### src/rtl/l1i_pkg.sv
// Shared widths, FSM states and miss-entry payload for the L1I refill path.
package l1i_pkg;

  localparam int unsigned fetchingAddressWidth = 64;
  localparam int unsigned cacheLineWith        = 512;
  localparam int unsigned offsetWidth          = 6;
  localparam int unsigned PidSize              = 20;
  localparam int unsigned TidSize              = 16;
  localparam int unsigned busWidth             = 64;
  localparam int unsigned beatsPerLine         = cacheLineWith / busWidth;
  localparam int unsigned beatCntWidth         = $clog2(beatsPerLine);

  typedef enum logic [2:0] {IDLE, REQ, FILL, DRAIN, WRITE} refillState_t;

  typedef struct packed {
    logic [fetchingAddressWidth-1:0] addr;
    logic [PidSize-1:0]              pid;
    logic [TidSize-1:0]              tid;
  } missEntry_t;

  // Clear the line-offset bits of a byte address.
  function automatic logic [fetchingAddressWidth-1:0] lineAlign(
    input logic [fetchingAddressWidth-1:0] a
  );
    return a & ~((fetchingAddressWidth'(1) << offsetWidth) - fetchingAddressWidth'(1));
  endfunction

endpackage

### src/rtl/l1i_miss_fifo.sv
// Two-entry miss queue with a line/Pid match port used to filter duplicate misses.
module l1i_miss_fifo
  import l1i_pkg::*;
(
  input  logic                            clk,
  input  logic                            rst_n,
  input  logic                            flush,
  input  logic                            push,
  input  logic                            pop,
  input  missEntry_t                      pushEntry,
  output missEntry_t                      headEntry,
  input  logic [fetchingAddressWidth-1:0] matchAddr,
  input  logic [PidSize-1:0]              matchPid,
  output logic                            matchHit_c,
  output logic                            full,
  output logic                            empty,
  output logic                            nonEmptyNext_c
);

  localparam int unsigned depth = 2;

  missEntry_t entries [depth];
  logic       rdPtr;
  logic       wrPtr;
  logic [1:0] count;
  logic [1:0] countNext;
  logic       doPush;
  logic       doPop;

  always_comb begin
    doPush    = push && !full;
    doPop     = pop && !empty;
    countNext = count;
    if (flush) countNext = '0;
    else       countNext = count + 2'(doPush) - 2'(doPop);
  end

  assign nonEmptyNext_c = (countNext != 2'd0);
  assign headEntry      = entries[rdPtr];

  // Slot i is live when the queue is full, or it is the head of a non-empty queue.
  always_comb begin
    matchHit_c = 1'b0;
    for (int i = 0; i < depth; i++) begin
      if (((count == 2'd2) || ((count != 2'd0) && (rdPtr == 1'(i)))) &&
          (entries[i].addr == matchAddr) && (entries[i].pid == matchPid))
        matchHit_c = 1'b1;
    end
  end

  always_ff @(posedge clk or negedge rst_n) begin
    if (!rst_n) begin
      rdPtr <= 1'b0;
      wrPtr <= 1'b0;
      count <= '0;
      full  <= 1'b0;
      empty <= 1'b1;
      for (int i = 0; i < depth; i++) entries[i] <= '0;
    end else begin
      count <= countNext;
      full  <= (countNext == 2'd2);
      empty <= (countNext == 2'd0);
      if (flush) begin
        rdPtr <= 1'b0;
        wrPtr <= 1'b0;
      end else begin
        if (doPush) begin
          entries[wrPtr] <= pushEntry;
          wrPtr          <= ~wrPtr;
        end
        if (doPop) rdPtr <= ~rdPtr;
      end
    end
  end

endmodule

### src/rtl/l1i_refill_unit.sv
// L1I miss-refill engine: queues misses, requests lines from memory,
// assembles eight beats and returns the line to the cache as a one-cycle update.
module l1i_refill_unit
  import l1i_pkg::*;
(
  input  logic                            clock_i,
  input  logic                            reset_i,
  input  logic                            flush_i,
  input  logic                            cacheMiss_i,
  input  logic [fetchingAddressWidth-1:0] missedAddress_i,
  input  logic [PidSize-1:0]              missedPid_i,
  input  logic [TidSize-1:0]              missedTid_i,
  output logic                            memReq_o,
  output logic [fetchingAddressWidth-1:0] memReqAddress_o,
  output logic [PidSize-1:0]              memReqPid_o,
  output logic [TidSize-1:0]              memReqTid_o,
  input  logic                            memReqReady_i,
  input  logic                            memDataValid_i,
  input  logic [busWidth-1:0]             memData_i,
  input  logic                            memDataLast_i,
  output logic                            cacheUpdate_o,
  output logic [fetchingAddressWidth-1:0] cacheUpdateAddress_o,
  output logic [cacheLineWith-1:0]        cacheUpdateLine_o,
  output logic [PidSize-1:0]              cacheUpdatePid_o,
  output logic [TidSize-1:0]              cacheUpdateTid_o,
  output logic                            refillBusy_o,
  output logic                            missQueueFull_o,
  output logic                            refillError_o
);

  localparam logic [beatCntWidth-1:0] lastBeat = beatCntWidth'(beatsPerLine - 1);

  refillState_t             state;
  refillState_t             stateNext;
  logic [beatCntWidth-1:0]  beatCnt;
  logic [beatCntWidth-1:0]  beatCntNext;
  logic [cacheLineWith-1:0] lineBuf;
  missEntry_t               missEntry;
  missEntry_t               fifoHead;
  logic                     fifoPush;
  logic                     fifoPop;
  logic                     fifoHit;
  logic                     fifoFull;
  logic                     fifoEmpty;
  logic                     fifoNonEmptyNext;
  logic                     inFlightHit;
  logic                     beatWrite;
  logic                     errorNext;
  logic                     updateNext;

  assign missEntry   = '{addr: lineAlign(missedAddress_i), pid: missedPid_i, tid: missedTid_i};
  // The memReq* registers double as the record of the refill currently in flight.
  assign inFlightHit = (state != IDLE) && (memReqAddress_o == missEntry.addr) &&
                       (memReqPid_o == missEntry.pid);
  assign fifoPush    = cacheMiss_i && !flush_i && !fifoFull && !fifoHit && !inFlightHit;
  assign missQueueFull_o = fifoFull;

  l1i_miss_fifo missFifo (
    .clk            (clock_i),
    .rst_n          (reset_i),
    .flush          (flush_i),
    .push           (fifoPush),
    .pop            (fifoPop),
    .pushEntry      (missEntry),
    .headEntry      (fifoHead),
    .matchAddr      (missEntry.addr),
    .matchPid       (missEntry.pid),
    .matchHit_c     (fifoHit),
    .full           (fifoFull),
    .empty          (fifoEmpty),
    .nonEmptyNext_c (fifoNonEmptyNext)
  );

  always_comb begin
    stateNext   = state;
    beatCntNext = beatCnt;
    fifoPop     = 1'b0;
    beatWrite   = 1'b0;
    errorNext   = 1'b0;
    updateNext  = 1'b0;
    case (state)
      IDLE: begin
        if (!flush_i && !fifoEmpty) begin
          fifoPop   = 1'b1;
          stateNext = REQ;
        end
      end
      REQ: begin
        // A request accepted in the flush cycle still returns beats, so drain them.
        if (flush_i) stateNext = memReqReady_i ? DRAIN : IDLE;
        else if (memReqReady_i) begin
          stateNext   = FILL;
          beatCntNext = '0;
        end
      end
      FILL: begin
        if (memDataValid_i) begin
          beatWrite   = !flush_i;
          beatCntNext = beatCnt + beatCntWidth'(1);
          if (memDataLast_i) begin
            if (flush_i) stateNext = IDLE;
            else if (beatCnt == lastBeat) stateNext = WRITE;
            else begin
              errorNext = 1'b1;
              stateNext = IDLE;
            end
          end else if (flush_i) stateNext = DRAIN;
          else if (beatCnt == lastBeat) begin
            errorNext = 1'b1;
            stateNext = DRAIN;
          end
        end else if (flush_i) stateNext = DRAIN;
      end
      DRAIN: begin
        if (memDataValid_i && memDataLast_i) stateNext = IDLE;
      end
      WRITE: begin
        updateNext = !flush_i;
        stateNext  = IDLE;
      end
      default: stateNext = IDLE;
    endcase
  end

  always_ff @(posedge clock_i or negedge reset_i) begin
    if (!reset_i) begin
      state                <= IDLE;
      beatCnt              <= '0;
      lineBuf              <= '0;
      memReq_o             <= 1'b0;
      memReqAddress_o      <= '0;
      memReqPid_o          <= '0;
      memReqTid_o          <= '0;
      cacheUpdate_o        <= 1'b0;
      cacheUpdateAddress_o <= '0;
      cacheUpdateLine_o    <= '0;
      cacheUpdatePid_o     <= '0;
      cacheUpdateTid_o     <= '0;
      refillBusy_o         <= 1'b0;
      refillError_o        <= 1'b0;
    end else begin
      state         <= stateNext;
      beatCnt       <= beatCntNext;
      memReq_o      <= (stateNext == REQ);
      cacheUpdate_o <= updateNext;
      refillError_o <= errorNext;
      refillBusy_o  <= (stateNext != IDLE) || fifoNonEmptyNext;
      if (beatWrite) lineBuf[beatCnt * busWidth +: busWidth] <= memData_i;
      if (fifoPop) begin
        memReqAddress_o <= fifoHead.addr;
        memReqPid_o     <= fifoHead.pid;
        memReqTid_o     <= fifoHead.tid;
      end
      if (updateNext) begin
        cacheUpdateLine_o    <= lineBuf;
        cacheUpdateAddress_o <= memReqAddress_o;
        cacheUpdatePid_o     <= memReqPid_o;
        cacheUpdateTid_o     <= memReqTid_o;
      end
    end
  end

endmodule
### config.mk
export PLATFORM = sky130hd
export DESIGN_NAME = l1i_refill_unit
export DESIGN_NICKNAME = d
export VERILOG_FILES = /design/src/rtl/l1i_pkg.sv /design/src/rtl/l1i_miss_fifo.sv /design/src/rtl/l1i_refill_unit.sv
export SDC_FILE = /design/constraint.sdc
export NUM_CORES = 2
export LEC_CHECK = 0
export ABC_AREA = 1
export BUFFER_PORTS_ARGS = -buffer_cell sky130_fd_sc_hd__buf_2
export CORE_AREA = 4 4 345 347
export DETAILED_ROUTE_END_ITERATION = 8
export DIE_AREA = 0 0 349 351
export PLACE_DENSITY = 0.73
export SYNTH_ARGS = -nofsm -noshare
export SYNTH_HDL_FRONTEND = slang
export SYNTH_HIERARCHICAL = 1
export SYNTH_SLANG_ARGS = --single-unit
### constraint.sdc
create_clock -name clock_i -period 3.61 [get_ports clock_i]
set_input_delay 0.5415 -clock clock_i [delete_from_list [all_inputs] [get_ports clock_i]]
set_output_delay 0.5415 -clock clock_i [all_outputs]
set_load 0.01 [all_outputs]
==> out/metrics.yaml <==
cts_tree: "yes"
powerDensity_nw_per_um2: 671.7
fmax_mhz: 299.9
via_per_inst: 5.415
tightestPinTransition_ns: 1.292
fp.dieH_um: 351
seqCellArea_um2: 36040
r2r-end: "refillBusy_o"
cts-root-buf: "clkbuf_16"
via_count: 51831
reg2reg_from: "memReqAddress_o[20]"
r2r_slack_ns: 0.28
drv_cap: 0
placed_cell_area_um2: 66190
cts_max_level: 4
multi_input_area_um2: 19680
dieArea_um2: 122500
syn_area_um2: 59770
post-route-drc-count: 0
dp_hpwl_um: 151700
detail_route.first_pass.iterations: 6
grt_antenna_before_repair: 25
drt-initial-drc-count: 5303
criticalPathCategory: "flop to flop"
holdCritStartpoint: "missedTid_i[6]"
synth_compound_area_frac: 0.1042
cp_common_cell: "inv_1"
initial_utilization: 0.5158
final.min_clock_period_ns: 3.335
period_share: 0.9238
final_util: 0.6145
grt_max_degree: 158
async_flop_share: 1.000
holdPathEnd: "missFifo/entries[106]"
rows: 125
ys_seq_elements: 1440
wl_per_cell_um: 22.23
cts_buffers: 151
synth_top_area_cell: "dfrtp_1"
clk_pin_slew_worst_paths_ns: 0.06
grt_setup_unrepaired: "false"
synth_xor_area_frac: 0.005568
path_cells: "inv_1, o21ai_0, nor2_1, nand2_1, nor2_1, nand2_1, nor2_1, nand3_1, nand2_1, inv_1, inv_1, nor2_1, inv_1, ha_1, inv_1, ha_1, nand2_1, nand2_1, nor2_1, inv_1, o21ai_0, nor3_1, nand3_1"
synthSimpleGateAreaFrac: 0.2149
syn_area_per_cell_um2: 8.418
final_common_cell: "nand2_1"
ys_types: 32
reg2regPathDepth: 23
slowest_stage: "dfrtp_1"
synth_top_family_by_area: "simple AND/OR/NAND/NOR gates"
max_slew_margin: 0.1354
critPathLaunchType: "flop"
peakVddDrop_v: 0.0006473
clock_latency_ns: 0.78
crit_path_end_kind: "flop"
synth_ff_type: "dfrtp_1"
drt_wl_total_um: 212700
tns_ns: 0
status: "finished, final reports clean"
max_stage_delay_ns: 0.44
slew_viol_final: 0
nFillCells: 10049
syn2layout_area_growth_pct: 19.15
design_area_um2: 71220
crit_arrival_ns: 3.93
hold_path.class: "input port to flop"
fp.dieW_um: 349
grt.overflow.total: 0
core_um2: 115900
port_buffers: 881
synth_edf_count: 0
clock-sinks: 1440
synth_fa_ha_area_frac: 0.001256
ios: 888
final_hold_viol_count: 0
ys_warn_count: 6
synth.area.mux_share: 0
ant_nets: 0
synth_top_cell_area_share: 0.6024
p_leak_nw: 39.13
crit_fanout: 4
nets: 8095
holdPathStages: 3
grt_usage: 0.3426
drive_above_1_share: 0.1603
grt_pass1_vias: 48719
final_cell_mix: "nand2_1 (2869), dfrtp_1 (1437), o21ai_0 (887)"
grt_pass1_wl_um: 313800
setup_viol: 0
gp_congestion: 0.9726
critPathRequiredTime_ns: 4.20
finClkSkew_ns: 0.03552
ys_seq_area_frac: 0.6029
synth_cells: 7101
synth_area_leaders: "dfrtp_1 (60%), nand2_1 (18%), o21ai_0 (7.4%)"
ctsLongestPathBuffers: 3
[cells in the mapped netlist (all sizes together), types with 34 or more instances]
library cell / n
clkbuf: 263
buf: 117
dfrtp: 1439
o31ai: 63
nor3: 34
inv: 713
nor2: 270
nand4: 98
nand3: 40
a21oi: 128
o21ai: 985
nand2: 2874
[metrics by stage]
step                worst slack, ns  cells  hold WS [ns]  power, mW
finish                       0.2751   9571       0.04475      47.84
global route                0.03085   9562       0.03587      50.12
CTS                          0.3656   9551      0.006581      47.89
detailed placement           0.2152   9288        0.4528      32.24
global placement             0.1450   9288        0.4477      31.91
floorplan                    0.9473   7123        0.2459      26.76
[how the worst max path moves through the flow]
stage / depth (start not counted) / to / slack [ns] / start
after detailed placement: 28 / refillBusy_o / 0.22 / missedAddress_i[55]
after floorplan: 24 / refillBusy_o / 0.95 / missedAddress_i[51]
after global routing: 23 / refillBusy_o / 0.03 / memReqAddress_o[1]
after global placement: 28 / refillBusy_o / 0.14 / missedAddress_i[55]
after CTS: 24 / refillBusy_o / 0.37 / state[0]
final: 23 / refillBusy_o / 0.28 / memReqAddress_o[20]
[critical path: cells and delay by family (launching register included)]
family | cells | cell delay [ns]
compound gates | 2 | 0.39
fa+ha+maj | 2 | 0.38
buf+inv | 6 | 0.54
flops | 1 | 0.44
simple gates | 13 | 1.40
[where the power goes]
| part | switching, mW | internal [mW] | total, mW |
|---|---|---|---|
| combinational | 8.07 | 3.21 | 11.3 |
| sequential | 1.88 | 19.0 | 20.9 |
| clock | 6.63 | 9.01 | 15.6 |
| total | 16.6 | 31.3 | 47.8 |
[flip-flops by register name, indices dropped and copies added (netlist names)]
register              flops
cacheUpdateLine_o       512
lineBuf                 512
missFifo/entries        200
cacheUpdateAddress_o     64
memReqAddress_o          64
cacheUpdatePid_o         20
memReqPid_o              20
cacheUpdateTid_o         16
memReqTid_o              16
beatCnt                   3
state                     3
missFifo/count            2
cacheUpdate_o             1
memReq_o                  1
missFifo/empty            1
missFifo/full             1
missFifo/rdPtr            1
missFifo/wrPtr            1
refillBusy_o              1
refillError_o             1
[metal layers]
metal,track usage,share of wire,vias up
met2,0.5247,0.45,2401
met3,0.08989,0.10,522
met1,0.4574,0.39,25121
met5,0,0.00040,-
met4,0.1674,0.058,12
li1,-,-,23775
[final cells by class]
class	instances	share of cell area
diodes	20	0.0007027
clock buffers	222	0.06245
clock inverters	40	0.007238
inverters	714	0.03779
multi-input cells	4589	0.2763
flip-flops and latches	1440	0.5061
well taps	1524	0.02677
repair buffers	1022	0.08264
[logic make-up after synthesis]
family | Yosys count
other | 1
AOI/OAI and AO/OA | 1205
adders and majority gates | 6
DFF | 1440
buffers and inverters | 1094
and+or+nand+nor | 3317
xor gates and xnor gates | 38
[repair_timing]
action,CTS,global route
buffers inserted,0,0
hold endpoints to repair,53,0
hold buffers,1,0
setup endpoints to repair,0,1
gates resized for setup,0,1
(Power assumes the default switching activity.)
